## src/rtl/phy_rx_deframer_pkg.sv

```systemverilog
// Shared definitions for the PHY receive deframer: FSM state encoding,
// preamble/SFD nibble values, CRC-32 constants and f_ctrl_out field layout.
// The optional CRC checker is enabled by defining RX_CRC_CHECK_EN.
package phy_rx_deframer_pkg;

   localparam logic [1:0] ST_IDLE     = 2'd0;
   localparam logic [1:0] ST_PREAMBLE = 2'd1;
   localparam logic [1:0] ST_DATA     = 2'd2;
   localparam logic [1:0] ST_DROP     = 2'd3;

   localparam logic [3:0] NIB_PREAMBLE = 4'h5;
   localparam logic [3:0] NIB_SFD      = 4'hD;

   localparam logic [31:0] CRC_INIT      = 32'hFFFF_FFFF;
   localparam logic [31:0] CRC_POLY_REFL = 32'hEDB8_8320;
   localparam logic [31:0] CRC_RESIDUE   = 32'hDEBB_20E3;

   localparam int CTRL_WIDTH     = 24;
   localparam int CTRL_CNT_LSB   = 0;
   localparam int CTRL_CNT_MSB   = 11;
   localparam int CTRL_ALIGN_BIT = 12;
   localparam int CTRL_LEN_BIT   = 13;
   localparam int CTRL_CRC_BIT   = 14;

   localparam logic [11:0] BYTE_CNT_MAX = 12'hFFF;
   localparam logic [15:0] DROP_CNT_MAX = 16'hFFFF;

   // Assemble the frame control word; unused upper bits stay zero.
   function automatic logic [CTRL_WIDTH-1:0] pack_ctrl(
      input logic [11:0] cnt,
      input logic        align_err,
      input logic        len_err,
      input logic        crc_err
   );
      logic [CTRL_WIDTH-1:0] w;
      w = '0;
      w[CTRL_CNT_MSB:CTRL_CNT_LSB] = cnt;
      w[CTRL_ALIGN_BIT]            = align_err;
      w[CTRL_LEN_BIT]              = len_err;
      w[CTRL_CRC_BIT]              = crc_err;
      return w;
   endfunction

endpackage

```

## src/rtl/phy_rx_deframer_crc32_byte_update.sv

```systemverilog
// One byte of reflected CRC-32 (poly 0x04C11DB7), LSB of the byte first.
// Purely combinational; the deframer holds the running register.
module crc32_byte_update
   import phy_rx_deframer_pkg::*;
(
   input  logic [31:0] crc_in,
   input  logic [7:0]  data_in,
   output logic [31:0] crc_out
);

   // Eight unrolled shift/xor steps of the reflected LFSR.
   always_comb begin
      logic [31:0] c;
      c = crc_in;
      for (int i = 0; i < 8; i++) begin
         if (c[0] ^ data_in[i])
            c = (c >> 1) ^ CRC_POLY_REFL;
         else
            c = c >> 1;
      end
      crc_out = c;
   end

endmodule

```

## src/rtl/phy_rx_deframer.sv

```systemverilog
// PHY receive deframer: strips preamble/SFD from a nibble stream, rebuilds
// bytes (low nibble first), enforces MIN_LEN/MAX_LEN and reports a control
// word per frame. Define RX_CRC_CHECK_EN to build the FCS residue check.
//
// state       | meaning
// ------------+-----------------------------------------------------------
// ST_IDLE     | waiting for phy_rx_dv; only a clean 0x5 start is accepted
// ST_PREAMBLE | consuming 0x5 nibbles until the 0xD SFD nibble
// ST_DATA     | pairing nibbles into bytes, counting, emitting payload
// ST_DROP     | discarding a malformed frame until phy_rx_dv falls
module phy_rx_deframer
   import phy_rx_deframer_pkg::*;
#(
   parameter int MIN_LEN = 64,
   parameter int MAX_LEN = 2047
) (
   input  logic        clk_phy,
   input  logic        reset_n,
   input  logic        phy_rx_dv,
   input  logic [3:0]  phy_data_in,
   output logic [7:0]  f_data_out,
   output logic        f_data_valid,
   output logic        f_frame_start,
   output logic [23:0] f_ctrl_out,
   output logic        f_ctrl_valid,
   output logic [15:0] drop_cnt
);

   localparam logic [31:0] MIN_LEN_U = 32'(MIN_LEN);
   localparam logic [31:0] MAX_LEN_U = 32'(MAX_LEN);

   logic [1:0]  state, state_nxt;
   logic [3:0]  low_nib;
   logic        half;
   logic [11:0] byte_cnt;
   logic        armed;
   logic        sfd_seen;
   logic        byte_done;
   logic        frame_end;
   logic        drop_enter;
   logic        emit;
   logic        len_err;
   logic        crc_err;
   logic [7:0]  byte_val;
   logic [31:0] cnt_ext;

   assign byte_val = {phy_data_in, low_nib};
   assign cnt_ext  = {20'd0, byte_cnt};
   assign emit     = byte_done && (cnt_ext < MAX_LEN_U);
   assign len_err  = (cnt_ext < MIN_LEN_U) || (cnt_ext > MAX_LEN_U);

   // Next-state decode plus one-cycle event flags for the datapath.
   always_comb begin
      state_nxt  = state;
      sfd_seen   = 1'b0;
      byte_done  = 1'b0;
      frame_end  = 1'b0;
      drop_enter = 1'b0;
      case (state)
         ST_IDLE: begin
            // armed is low when dv was already high in the previous cycle
            // (e.g. released from reset mid-frame): that frame is dropped.
            if (phy_rx_dv) begin
               if (armed && (phy_data_in == NIB_PREAMBLE)) begin
                  state_nxt = ST_PREAMBLE;
               end else begin
                  state_nxt  = ST_DROP;
                  drop_enter = 1'b1;
               end
            end
         end
         ST_PREAMBLE: begin
            if (!phy_rx_dv) begin
               state_nxt = ST_IDLE;
            end else if (phy_data_in == NIB_SFD) begin
               state_nxt = ST_DATA;
               sfd_seen  = 1'b1;
            end else if (phy_data_in != NIB_PREAMBLE) begin
               state_nxt  = ST_DROP;
               drop_enter = 1'b1;
            end
         end
         ST_DATA: begin
            if (!phy_rx_dv) begin
               state_nxt = ST_IDLE;
               frame_end = 1'b1;
            end else if (half) begin
               byte_done = 1'b1;
            end
         end
         ST_DROP: begin
            if (!phy_rx_dv)
               state_nxt = ST_IDLE;
         end
         default: state_nxt = ST_IDLE;
      endcase
   end

   // FSM state, nibble pairing and the saturating byte counter.
   always_ff @(posedge clk_phy or negedge reset_n) begin
      if (!reset_n) begin
         state    <= ST_IDLE;
         armed    <= 1'b0;
         half     <= 1'b0;
         low_nib  <= 4'h0;
         byte_cnt <= 12'd0;
      end else begin
         state <= state_nxt;
         armed <= !phy_rx_dv;
         if (sfd_seen) begin
            half     <= 1'b0;
            byte_cnt <= 12'd0;
         end else if ((state == ST_DATA) && phy_rx_dv) begin
            half <= !half;
            if (!half)
               low_nib <= phy_data_in;
            if (byte_done && (byte_cnt != BYTE_CNT_MAX))
               byte_cnt <= byte_cnt + 12'd1;
         end else begin
            half <= 1'b0;
         end
      end
   end

`ifdef RX_CRC_CHECK_EN
   logic [31:0] crc_q;
   logic [31:0] crc_nxt;

   crc32_byte_update u_crc (
      .crc_in  (crc_q),
      .data_in (byte_val),
      .crc_out (crc_nxt)
   );

   // Running CRC over every DATA byte, including those past MAX_LEN.
   always_ff @(posedge clk_phy or negedge reset_n) begin
      if (!reset_n)
         crc_q <= 32'd0;
      else if (sfd_seen)
         crc_q <= CRC_INIT;
      else if (byte_done)
         crc_q <= crc_nxt;
   end

   assign crc_err = (crc_q != CRC_RESIDUE);
`else
   assign crc_err = 1'b0;
`endif

   // Registered payload and control outputs.
   always_ff @(posedge clk_phy or negedge reset_n) begin
      if (!reset_n) begin
         f_data_out    <= 8'd0;
         f_data_valid  <= 1'b0;
         f_frame_start <= 1'b0;
         f_ctrl_out    <= 24'd0;
         f_ctrl_valid  <= 1'b0;
      end else begin
         f_data_valid  <= emit;
         f_frame_start <= emit && (byte_cnt == 12'd0);
         f_ctrl_valid  <= frame_end;
         if (emit)
            f_data_out <= byte_val;
         if (frame_end)
            f_ctrl_out <= pack_ctrl(byte_cnt, half, len_err, crc_err);
      end
   end

   // Saturating count of frames sent to ST_DROP.
   always_ff @(posedge clk_phy or negedge reset_n) begin
      if (!reset_n)
         drop_cnt <= 16'd0;
      else if (drop_enter && (drop_cnt != DROP_CNT_MAX))
         drop_cnt <= drop_cnt + 16'd1;
   end

endmodule

```

## config.mk

```make
export PLATFORM = sky130hd
export DESIGN_NAME = phy_rx_deframer
export DESIGN_NICKNAME = d
export VERILOG_FILES = /design/src/rtl/phy_rx_deframer_pkg.sv /design/src/rtl/phy_rx_deframer_crc32_byte_update.sv /design/src/rtl/phy_rx_deframer.sv
export SDC_FILE = /design/constraint.sdc
export NUM_CORES = 1
export LEC_CHECK = 0
export BUFFER_PORTS_ARGS = -buffer_cell sky130_fd_sc_hd__buf_2
export CAP_MARGIN = 20
export CORE_UTILIZATION = 60
export CTS_BUF_LIST = sky130_fd_sc_hd__clkbuf_2 sky130_fd_sc_hd__clkbuf_4 sky130_fd_sc_hd__clkbuf_8
export CTS_CLUSTER_DIAMETER = 50
export CTS_CLUSTER_SIZE = 10
export DETAILED_ROUTE_END_ITERATION = 6
export PLACE_DENSITY = 0.86
export SLEW_MARGIN = 20
export SYNTH_ARGS = -nofsm -noshare
export SYNTH_HDL_FRONTEND = slang
export SYNTH_SLANG_ARGS = --single-unit
```

## constraint.sdc

```tcl
create_clock -name clk_phy -period 4.4 [get_ports clk_phy]
set_clock_uncertainty 0.2 [all_clocks]
set_input_delay 0 -clock clk_phy [delete_from_list [all_inputs] [get_ports clk_phy]]
set_output_delay 0 -clock clk_phy [all_outputs]
set_load 0.005 [all_outputs]
```

==> flow_metrics.tcl <==
set metrics [dict create \
    power.density_mw_per_mm2 460.5 \
    ir_drop_mv 0.3629 \
    ant_nets 0 \
    vias 2037 \
    fin_crit_ps 2113 \
    synth.area.top_cells "dfrtp_1 54%, mux2_2 10%, xor2_1 4.4%" \
    synth_top_area_cell "dfrtp_1" \
    relSlewSlack_pct 50.66 \
    avgRoutedWirePerCell_um 15.65 \
    synth_seq_cells 61 \
    rr_startpoint "drop_cnt[0]" \
    cap_violations 0 \
    synthAdderAreaFrac_pct 1.337 \
    grt_usage_pct 24.40 \
    setup_tns_ps 0 \
    place_ws_ps 2282 \
    critPathKind "flip-flop to flip-flop" \
    reg2reg_slack_ps 2290 \
    drv_slew 0 \
    grt-ovfl-total 0 \
    syn_area_per_cell_um2 11.80 \
    die_h_um 70.41 \
    stdcell_area_mm2 0.003321 \
    hold_class "primary input to async pin" \
    fillCellCount 311 \
    start_util_pct 63.61 \
    dieWidth_um 70.41 \
    fmax_mhz 473.2 \
    drt-initial-drc-count 106 \
    grt_max_degree 62 \
    worst_slack_ps 2287 \
    first_pass_iters 4 \
    layout.nets 309 \
    antenna_found_initial 0 \
    async_reset_ff_share_pct 100.0 \
    rows 24 \
    io_buffers 47 \
    synth_xor_xnor_area_share_pct 6.239 \
    h-tree-depth 3 \
    routed_via_density 5.722 \
    area_growth_pct 18.27 \
    totalPowerFinal_mw 1.529 \
    setup_viol 0 \
    instances_no_fill 356 \
    rsz0062_at_grt "no" \
    core_area_mm2 0.004414 \
    crit_required_ps 4430 \
    yosys_warnings 0 \
    path_max_fanout 5 \
    synth_area_mm2 0.002808 \
    synth_top_flop_cell "dfrtp_1" \
    clk_transition_reported_paths_ps 70 \
    worstPathArrival_ps 2140 \
    cp-end-kind "flip-flop" \
    cts_tree "done" \
    worst_r2r_endpoint "drop_cnt[1]" \
    grt_pass1_wl_mm 9.163 \
    yosys.area_share.simple_pct 18.36 \
    power.leakage_nw 1.627 \
    drive_gt1_share_pct 32.57 \
    dp_cells 333 \
    synth_edf_count 0 \
    status "finished clean" \
    cp-start-kind "flip-flop" \
    diodes 0 \
    synth_compound_area_share_pct 4.055 \
    post-route-period-util_pct 48.03 \
    cts_buffers 9 \
    yosysSeqAreaShare_pct 54.37 \
    routed_wl_mm 5.571 \
    synth_top_family_by_area "simple AND/OR/NAND/NOR gates" \
    hold_viol 0 \
    multiInputGateArea_mm2 0.001200 \
    die_area_mm2 0.004957 \
    top_level_ports 58 \
    ff2ff_path_depth 6 \
    gp_congestion 0.8204 \
    syn_inst 238 \
    dp_hpwl_mm 3.664 \
    cts.sinks 61 \
    cts_root_buffer "clkbuf_8" \
    post-route-drc-count 0 \
    synth_top_area_share_pct 54.37 \
    dpl-instance-area_mm2 0.003060 \
    grt_pass1_vias 1957 \
    clk-insertion-delay-late_ps 340 \
    worst_pin_slew_ps 740.1 \
    seqCellArea_mm2 0.001526 \
    ys_types 44 \
    cts_buffer_depth 2 \
    post_cts_buffers 0 \
    synthMuxAreaShare_pct 11.27 \
]
[critical path, cell delays in order, from the launching register on]
cell	delay, ps
dfrtp_1	420
ha_1	190
inv_1	70
or4b_4	590
nor2_8	140
nor2_2	60
mux2_4	320
[sequential cells by signal, indices dropped and copies added, names as in the netlist]
signal and count:
state 2, half 1, armed 1, f_data_valid 1
f_ctrl_out 14, f_data_out 8, f_frame_start 1, drop_cnt 16
byte_cnt 12, low_nib 4, f_ctrl_valid 1
[metrics by stage]
| step | util, % | hold WS (ps) |
|---|---|---|
| after CTS | 75.14 | 173.7 |
| final | 75.23 | 144.2 |
| after detailed placement | 69.33 | 5.205 |
| after global routing | 75.23 | 232.4 |
| after floorplan | - | -495.6 |
| after global placement | 69.33 | -5.354 |
[layout make-up]
type	instances	share of cell area, %
repair buffers	56	9.646
inverters	6	0.6782
well taps	52	1.959
multi-input cells	165	36.13
clock buffers	11	4.559
flip-flops and latches	61	45.97
clock inverters	5	1.055
[routing by layer]
layer	global-route usage [%]	part of all wire [%]
met5	0	0
met4	11.33	1.8
met3	7.215	4.2
met2	39.89	51
met1	29.66	43
[cells in the mapped netlist (2+ instances only)]
| master | number |
|---|---|
| o211ai_1 | 2 |
| and3_1 | 2 |
| mux2i_1 | 2 |
| nand3b_1 | 2 |
| clkbuf_1 | 3 |
| a31oi_1 | 2 |
| nand4_1 | 6 |
| nor2_1 | 16 |
| inv_1 | 6 |
| nor4b_1 | 2 |
| nand2b_1 | 2 |
| nor3_1 | 12 |
| nand3_1 | 10 |
| o211a_1 | 2 |
| xor2_1 | 14 |
| and4_1 | 2 |
| mux2_2 | 25 |
| nor4_1 | 10 |
| a21oi_1 | 4 |
| dfrtp_1 | 61 |
| buf_4 | 10 |
| nand2_1 | 14 |
| xnor2_1 | 6 |
| ha_1 | 3 |
[cell families (layout without fill, tap and decap cells)]
family                     after synthesis  count (layout)
AOI/OAI and AO/OA                       15              15
xor gates and xnor gates                20              20
adders and majority gates                3               3
buffers and inverters                   21              78
DFF                                     61              61
muxes                                   28              28
other                                    1              10
and+or+nand+nor                         89              89
[placed cells by master, fill, tap and decap left out, drive strengths merged, types with 2 or more instances in the layout]
cell type,instances
dfrtp,61
buf,49
mux2,26
nor2,18
xor2,14
nand2,14
nor3,12
clkbuf,11
nor4,10
nand3,10
conb,10
nand4,8
dlygate4sd3,7
inv,6
xnor2,6
a21oi,4
clkinvlp,4
ha,3
a31oi,3
nand2b,2
and4,2
nand3b,2
nor4b,2
and3,2
o211a,2
o211ai,2
mux2i,2
o21ai,2
[where the power goes]
group | leakage, nW | internal (mW) | switching, mW
registers | 0.773 | 0.665 | 0.101
clock network | 0.0836 | 0.234 | 0.226
logic | 0.771 | 0.159 | 0.146
[worst max path at each step]
stage / cells past startpoint / endpoint / slack, ps / startpoint
after floorplan: 6 / drop_cnt[1] / 2400 / drop_cnt[0]
after global placement: 6 / drop_cnt[1] / 2350 / drop_cnt[0]
after detailed placement: 4 / f_ctrl_out[2] / 2280 / state[0]
after CTS: 6 / drop_cnt[1] / 2240 / phy_data_in[1]
after global routing: 4 / f_ctrl_out[4] / 2200 / state[0]
final: 6 / drop_cnt[1] / 2290 / drop_cnt[0]
[what timing repair did]
item | CTS | global route
hold endpoints to repair | 78 | 0
setup endpoints to repair | 0 | 0
hold buffers | 7 | 0
resized for setup | 0 | 0
Note: power is estimated with default switching activity, not from simulation.
